File: src/rtl/reg_scoreboard.sv
// rtl/reg_scoreboard.sv - issue-side RAW/WAW hazard scoreboard for the 16-entry register file
// Optional SCOREBOARD_BYPASS_EN: a source whose last pending write retires this cycle does not stall.
module reg_scoreboard #(
  parameter int NUM_REGS    = 16,
  parameter int CNT_W       = 2,
  parameter int STALL_CNT_W = 16
) (
  input  logic                   clk,
  input  logic                   rst,
  input  logic                   issue_valid,
  input  logic                   issue_wb_en,
  input  logic [3:0]             issue_dest,
  input  logic [3:0]             src1,
  input  logic [3:0]             src2,
  input  logic                   use_src2,
  input  logic                   writeBackEn,
  input  logic [3:0]             destWB,
  input  logic                   squash_valid,
  input  logic [3:0]             squash_dest,
  output logic                   hazard,
  output logic                   issue_fire,
  output logic [NUM_REGS-1:0]    busy_mask,
  output logic [STALL_CNT_W-1:0] stall_cnt,
  output logic                   sb_err
);

  localparam int SUM_W = CNT_W + 2;
  localparam logic [CNT_W-1:0] CNT_MAX = '1;

  logic [CNT_W-1:0] cnt      [NUM_REGS];
  logic [CNT_W-1:0] cnt_next [NUM_REGS];
  logic             err_next;
  logic             pend1, pend2, dest_full;
  logic [SUM_W-1:0] up, dn, diff;
  logic             inc, ret, sq;

  always_comb begin
    pend1 = cnt[src1] != '0;
    pend2 = cnt[src2] != '0;
`ifdef SCOREBOARD_BYPASS_EN
    // Register file commits on negedge, so the last retiring write is visible to this read.
    if (cnt[src1] == CNT_W'(1) && writeBackEn && destWB == src1) pend1 = 1'b0;
    if (cnt[src2] == CNT_W'(1) && writeBackEn && destWB == src2) pend2 = 1'b0;
`endif
    dest_full  = cnt[issue_dest] == CNT_MAX;
    hazard     = issue_valid & (pend1 | (use_src2 & pend2) | (issue_wb_en & dest_full));
    issue_fire = issue_valid & ~hazard;
  end

  // Issue, retire and squash may all hit one register; they net out arithmetically.
  always_comb begin
    err_next  = 1'b0;
    busy_mask = '0;
    up        = '0;
    dn        = '0;
    diff      = '0;
    inc       = 1'b0;
    ret       = 1'b0;
    sq        = 1'b0;
    for (int r = 0; r < NUM_REGS; r++) begin
      inc  = issue_fire & issue_wb_en & (issue_dest == 4'(r));
      ret  = writeBackEn & (destWB == 4'(r));
      sq   = squash_valid & (squash_dest == 4'(r));
      up   = {2'b00, cnt[r]} + SUM_W'(inc);
      dn   = SUM_W'(ret) + SUM_W'(sq);
      diff = up - dn;
      if (dn > up) begin
        cnt_next[r] = '0;
        err_next    = 1'b1;
      end else if (diff > {2'b00, CNT_MAX}) begin
        cnt_next[r] = CNT_MAX;
        err_next    = 1'b1;
      end else begin
        cnt_next[r] = diff[CNT_W-1:0];
      end
      busy_mask[r] = cnt[r] != '0;
    end
  end

  always_ff @(posedge clk or posedge rst) begin
    if (rst) begin
      for (int r = 0; r < NUM_REGS; r++) cnt[r] <= '0;
      stall_cnt <= '0;
      sb_err    <= 1'b0;
    end else begin
      for (int r = 0; r < NUM_REGS; r++) cnt[r] <= cnt_next[r];
      if (hazard && stall_cnt != '1) stall_cnt <= stall_cnt + STALL_CNT_W'(1);
      if (err_next) sb_err <= 1'b1;
    end
  end

endmodule
File: config.mk
export PLATFORM = sky130hd
export DESIGN_NAME = reg_scoreboard
export DESIGN_NICKNAME = d
export VERILOG_FILES = /design/src/rtl/reg_scoreboard.sv
export SDC_FILE = /design/constraint.sdc
export NUM_CORES = 1
export LEC_CHECK = 0
export ABC_CLOCK_PERIOD_IN_PS = 3890
export BUFFER_PORTS_ARGS = -buffer_cell sky130_fd_sc_hd__buf_2
export CAP_MARGIN = 20
export CORE_MARGIN = 1.5
export CORE_UTILIZATION = 54
export CTS_CLUSTER_SIZE = 30
export DETAILED_ROUTE_END_ITERATION = 7
export GPL_TIMING_DRIVEN = 0
export PLACE_DENSITY = 0.76
export REMOVE_ABC_BUFFERS = 1
export SYNTH_ARGS = -nofsm -noshare
export SYNTH_HDL_FRONTEND = slang
export SYNTH_SLANG_ARGS = --single-unit
File: constraint.sdc
create_clock -name clk -period 3.89 [get_ports clk]
set_clock_uncertainty 0.1 [all_clocks]
set_input_delay 0.778 -clock clk [delete_from_list [all_inputs] [get_ports clk]]
set_output_delay 0.778 -clock clk [all_outputs]
set_load 0.05 [all_outputs]
==> results of run 1 <==
## stage by stage
| stage | TNS (ns) | cell area, µm² | utilization [%] | cells | power (mW) |
|---|---|---|---|---|---|
| 6_report | -1.014 | 6766 | 72.54 | 802 | 2.909 |
| 5_1_grt | -3.317 | 6766 | 72.54 | 802 | 3.088 |
| 4_1_cts | -0.6241 | 6012 | 64.45 | 784 | 2.572 |
| 3_5_place_dp | -18.02 | 5655 | 60.63 | 760 | 2.117 |
| 3_3_place_gp | -15.17 | 5635 | 60.42 | 759 | 2.037 |
| 2_1_floorplan | -0.7287 | 5169 | - | 569 | 1.709 |
## synthesized netlist by cell type, types with 10 or more instances
| library cell | instances |
|---|---|
| or2_2 | 16 |
| inv_1 | 114 |
| nor3_1 | 18 |
| nand3_1 | 20 |
| nand2_1 | 22 |
| nor2_1 | 66 |
| dfrtp_1 | 49 |
| o31ai_1 | 13 |
| nand4_1 | 10 |
| ha_1 | 81 |
| a31oi_1 | 16 |
| fa_1 | 32 |
| a21oi_1 | 10 |
## sequential cells by signal, summed over array words and instances, names as in the netlist
register   cells
stall_cnt     16
cnt           32
sb_err         1
## placed cells by master (no fill, tap or decap), types with 5 or more instances in the layout
| cell | n |
|---|---|
| o31ai_4 | 6 |
| inv_2 | 13 |
| fa_2 | 10 |
| nand2_1 | 15 |
| nor2_4 | 5 |
| mux2i_1 | 8 |
| ha_4 | 19 |
| nand2b_1 | 7 |
| ha_2 | 11 |
| buf_4 | 33 |
| buf_2 | 55 |
| a21oi_1 | 7 |
| fa_1 | 22 |
| nor4_4 | 5 |
| inv_1 | 100 |
| nand3_1 | 18 |
| and3_1 | 5 |
| or2_2 | 12 |
| nand4_1 | 10 |
| mux4_2 | 7 |
| dfrtp_1 | 46 |
| a31oi_1 | 15 |
| xor2_1 | 6 |
| nor2_1 | 59 |
| nor3_1 | 12 |
| ha_1 | 51 |
| xnor2_1 | 8 |
| nand3b_1 | 8 |
| clkbuf_8 | 5 |
## final timing paths
kind | from | to | slack, ns | cells past startpoint
max | src1[1] | sb_err$_DFFE_PP0P_ | -0.79 | 19
min | rst | cnt[30]$_DFF_PP0_ | 0.36 | 2
max reg2reg | cnt[31]$_DFF_PP0_ | sb_err$_DFFE_PP0P_ | -0.78 | 18
min reg2reg | stall_cnt[7]$_DFFE_PP0P_ | stall_cnt[7]$_DFFE_PP0P_ | 0.41 | 1
max in group asynchronous | rst | cnt[19]$_DFF_PP0_ | 2.79 | 3
min in group clk | stall_cnt[7]$_DFFE_PP0P_ | stall_cnt[7]$_DFFE_PP0P_ | 0.41 | 1
## logic make-up after synthesis
group,count (synthesis),synth area share [%]
multiplexers,17,4.986
AO/OA/AOI/OAI,57,7.382
flip-flops,49,23.49
XOR/XNOR,15,2.661
AND/OR/NAND/NOR,203,20.54
adder cells (fa/ha/maj),113,31.69
buffers and inverters,125,9.252
## power by group through the flow
stage	sequential [mW]	clock [mW]	combinational [mW]
after floorplan	0.939	0	0.770
after global placement	0.896	0	1.14
after detailed placement	0.907	0	1.21
after CTS	0.884	0.337	1.35
after global routing	0.914	0.361	1.81
final	0.898	0.339	1.67
## area by class of cell
| type | instances | share of cell area [%] |
|---|---|---|
| well taps | 129 | 2.385 |
| clock inverters | 3 | 0.3698 |
| flip-flops and latches | 49 | 18.18 |
| inverters | 115 | 6.453 |
| multi-input cells | 405 | 62.19 |
| repair buffers | 96 | 9.412 |
| clock buffers | 5 | 1.017 |
## layer usage
metal	track usage [%]	vias to the layer above	wire (µm)
li1	-	2156	-
met1	35.95	2326	6129
met2	49.66	224	7860
met3	6.763	65	1240
met4	14.32	0	831
met5	0	-	0
## timing repair
action | 4_1_cts | 5_1_grt
setup buffers | 16 | 17
cloned | 0 | 1
pin swaps | 16 | 45
gates resized for setup | 37 | 132
endpoints found under the setup margin | 33 | 30
==> results.cfg, run 1 <==
[die]
dieArea_mm2 = 0.01027
rows = 35
ios = 62
initial_core_util_pct = 55.96
die_h_um = 101.3
core_region_area_mm2 = 0.009328
die_w_um = 101.3

[routing]
firstDrtPassIters = 5
drc = 0
drtIter0Drc = 320
routed-via-count = 4771
via_per_inst = 5.949
ant_nets = 0
wl_per_cell_um = 20.03
totalWireLength_mm = 16.06

[finish]
layout-drive-gt1-share_pct = 36.55
syn2layout_area_growth_pct = 29.63
final_nets = 812
multiInputGateArea_mm2 = 0.004208
diodes = 0
ff_latch_area_mm2 = 0.001230
nFillCells = 631

[timing]
min_period_ns = 4.678
fin_ws_ns = -0.7876
setup_viol = 6
rsz0062_at_grt = yes
hold_ws_ns = 0.3566
hold_violations = 0
timing.fmax_mhz = 213.8
worstMarginPinSlew_ns = 0.5976
finalCritPeriodShare_pct = 120.2
slew_headroom_pct = 59.85
drv_slew = 0

[logic_synthesis]
syn_area_mm2 = 0.005220
ys_ff_latch = 49
synth-main-ff-cell = dfrtp_1
synth_area_leaders = dfrtp_1 (23%), ha_1 (19%), fa_1 (12%)
avgSynthCellArea_um2 = 9.016
yosysTopAreaCell = dfrtp_1
synth_cell_type_count = 50
synth_seq_area_share_pct = 23.49
synth_top_area_share_pct = 23.49
ys_warn_count = 0
synth_edf_count = 0
async_flop_share_pct = 100.0
synthCells = 579

[place]
pre_cts_ws_ns = -1.622
gp_congestion = 0.9085
port_buffers = 61
dp_hpwl_mm = 11.56

[setup_path]
cp.required_ns = 3.98
cp_num_buf_inv = 4
cpLargestDelayFamily = simple AND/OR/NAND/NOR gates
cpPeakStageDelay_ns = 0.50
start_kind = input port
cp_slowest_cell = or4_1
cp_max_fo = 5
cp.arrival_ns = 4.77
cp_cell_sequence = buf_12 -> or4_1 -> o21ai_1 -> a211oi_2 -> nor4_4 -> and3_4 -> nand3b_1 -> nor2_4 -> ha_4 -> inv_1 -> ha_2 -> inv_1 -> fa_2 -> inv_2 -> ha_4 -> nand2_4 -> or4_4 -> nor4_4 -> nand3_2
critPathKind = in2reg
end_kind = flop

[cts]
cts.sinks = 49
clk_pin_slew_ns = 0.10
insertion_delay_ns = 0.32
htreeDepth = 2
cts-root-buf = clkbuf_8
postCtsHoldBufs = 0
cts_buffer_depth = 2
cts_inserted_buffers = 5
cts_tree = yes

[power]
swShare_pct = 48.49
clock_power_share_pct = 11.7
p_switching_mw = 1.410
powerDensity_mw_per_mm2 = 429.9
internal-power_mw = 1.498
ir_drop_mv = 0.2813
power_frac_comb_pct = 57.5
seq_power_share_pct = 30.9
total_leakage_power_nw = 3.038

[hold_path]
min_path_type = in2async

[grt]
grt_max_degree = 33
overflow = 0
antenna_found_initial = 0
grtUsageTotal_pct = 29.56
grt_pass1_vias = 4709
grt_pass1_wl_mm = 23.03

[run]
cap_violations = 0

[status]
violations = negative setup slack
status = finished, violations left
No activity file was read; power rests on OpenSTA's default activity.
==> inputs of run 2 (changes only) <==
Settings changed: ABC_CLOCK_PERIOD_IN_PS 3890 to 4200, MAX_ROUTING_LAYER set to met4.
Clock period 3.89 ns to 4.2 ns, I/O delays scaled along.
==> run 2 against run 1 <==
Against the previous run: the run still ends with negative setup slack left; first-iteration DRC count decreased by 10%; via count decreased by 3.6%; non-clock buffer count decreased by 23; sequential cell count unchanged; die area unchanged; critical path type is now reg2reg; largest cell class unchanged.
==> results.cfg, run 2 (synthesis results as in run 1) <==
[power]
powerDensity_mw_per_mm2 = 389.4
swShare_pct = 48.37
report.power.total_mw = 2.414
total_leakage_power_nw = 2.873
internal-power_mw = 1.246
power_frac_comb_pct = 52.8
ir_drop_mv = 0.3198
seq_power_share_pct = 34.5
p_switching_mw = 1.168
clock_power_share_pct = 12.6

[timing]
min_period_ns = 4.771
drv_slew = 0
finalCritPeriodShare_pct = 113.6
slew_headroom_pct = 61.65
timing.fmax_mhz = 209.6
worstMarginPinSlew_ns = 0.5731
hold_violations = 0
rsz0062_at_grt = yes
setup_viol = 1
fin_ws_ns = -0.5714

[grt]
antenna_found_initial = 0
grt_pass1_vias = 4603
grt_pass1_wl_mm = 22.96
grt_max_degree = 32
overflow = 0
grtUsageTotal_pct = 30.45

[setup_path]
cpPeakStageDelay_ns = 0.43
cp_cell_sequence = or2_2 -> mux2_2 -> o2111a_1 -> nor4_4 -> buf_4 -> nand3_2 -> nor3_1 -> ha_1 -> inv_1 -> ha_1 -> inv_1 -> fa_1 -> inv_1 -> ha_1 -> nor4_4 -> nand4_1 -> or4_1 -> nor4_2 -> nand3_1
cp_slowest_cell = dfrtp_1
end_kind = flop
critPathKind = reg2reg
reg2regPathDepth = 19
cp_max_fo = 14
start_kind = flop
regToRegSetupSlack_ns = -0.57
cp_num_buf_inv = 4
reg2reg_to = sb_err$_DFFE_PP0P_
reg2reg_from = cnt[3]$_DFF_PP0_
cp.arrival_ns = 4.83
cpLargestDelayFamily = simple AND/OR/NAND/NOR gates
cp.required_ns = 4.26

[cts]
cts_buffer_depth = 2
insertion_delay_ns = 0.31
cts_inserted_buffers = 5
cts-root-buf = clkbuf_8
cts_tree = yes
postCtsHoldBufs = 0
htreeDepth = 2
clk_pin_slew_ns = 0.11
cts.sinks = 49

[routing]
routed-via-count = 4598
totalWireLength_mm = 14.43
ant_nets = 0
drc = 0
wl_per_cell_um = 18.52
drtIter0Drc = 288
via_per_inst = 5.902
firstDrtPassIters = 5

[finish]
final_cells = 779
largest_reg_flops = 32
fin_util_pct = 66.45
nFillCells = 718
reg.largest.list = cnt x32, stall_cnt x16, sb_err x1
diodes = 0
layout_commonest_cell = inv_1
layout_common_cells = inv_1 (105), ha_1 (65), nor2_1 (59), buf_2 (55), dfrtp_1 (48)
final_nets = 789
syn2layout_area_growth_pct = 18.74
layout-drive-gt1-share_pct = 27.54
largest-register = cnt

[run]
cap_violations = 0

[die]
die_w_um = 101.3
die_h_um = 101.3
dieArea_mm2 = 0.01027
rows = 35
ios = 62
initial_core_util_pct = 55.96
core_region_area_mm2 = 0.009328

[place]
post-place-cells = 760
pre_cts_ws_ns = -1.397
dp_hpwl_mm = 11.32
port_buffers = 61
gp_congestion = 0.9366

[status]
violations = negative setup slack
status = finished, violations left

[hold_path]
holdPathEnd = stall_cnt[7]$_DFFE_PP0P_
min_from = stall_cnt[7]$_DFFE_PP0P_
min_path_type = reg2reg
min_path_cells = 1
-- run 2: changes by cell type in the layout (fill, tap and decap cells not counted), sizes merged --
cell,change
buf,-21
clkbuf,-2
clkinv,+1
inv,-1
-- run 2: per-stage QoR --
stage	instance area [µm²]	hold WS, ns	setup TNS, ns
after floorplan	5169	0.6540	-0.4807
after global placement	5635	0.3687	-6.854
after detailed placement	5655	0.3933	-9.748
after CTS	6128	0.4083	-0.4541
after global routing	6198	0.4339	-0.7906
final	6198	0.4066	-0.5714
-- run 2: power groups by stage --
| stage | logic [mW] | clock network [mW] | registers [mW] |
|---|---|---|---|
| 5_1_grt | 1.40 | 0.324 | 0.856 |
| 3_3_place_gp | 1.05 | 0 | 0.829 |
| 2_1_floorplan | 0.713 | 0 | 0.870 |
| 6_report | 1.28 | 0.305 | 0.833 |
| 4_1_cts | 1.23 | 0.308 | 0.822 |
| 3_5_place_dp | 1.11 | 0 | 0.837 |
-- run 2: cell type report --
class                   instances  area, µm²  area share (%)
repair buffers                 73      422.9           6.823
clock inverters                 3      25.02          0.4037
clock buffers                   5      68.82           1.110
multi-input cells             405       3860           62.27
flip-flops and latches         49       1227           19.80
well taps                     129      161.4           2.604
inverters                     115      432.9           6.984
-- run 2: worst max path at each step --
stage                startpoint            endpoint  slack [ns]  depth (start not counted)
3_3_place_gp      issue_dest[0]  sb_err$_DFFE_PP0P_       -1.34                         18
3_5_place_dp      issue_dest[0]  sb_err$_DFFE_PP0P_       -1.40                         18
6_report       cnt[3]$_DFF_PP0_  sb_err$_DFFE_PP0P_       -0.57                         19
2_1_floorplan           src1[0]  sb_err$_DFFE_PP0P_       -0.48                         17
4_1_cts                 src1[0]  sb_err$_DFFE_PP0P_       -0.45                         20
5_1_grt        cnt[2]$_DFF_PP0_  sb_err$_DFFE_PP0P_       -0.70                         19
-- run 2: worst reg2reg max path, cell delays in order, from the launching register on --
cell	delay (ns)
dfrtp_1	0.43
or2_2	0.35
mux2_2	0.28
o2111a_1	0.27
nor4_4	0.29
buf_4	0.16
nand3_2	0.27
nor3_1	0.33
ha_1	0.18
inv_1	0.05
ha_1	0.21
inv_1	0.07
fa_1	0.17
inv_1	0.04
ha_1	0.22
nor4_4	0.34
nand4_1	0.13
or4_1	0.43
nor4_2	0.16
nand3_1	0.15
-- run 2: metal layers --
metal	vias up	global-route usage [%]	wire length, µm
met5	-	-	0
met2	224	47.81	6570
met3	68	4.417	1108
met4	0	15.92	892
met1	2203	38.28	5859
li1	2103	-	-
-- run 2: what timing repair did --
action,in CTS,in global routing
resized for setup,71,15
pin swaps,24,1
setup buffers,10,1
endpoints found under the setup margin,10,7
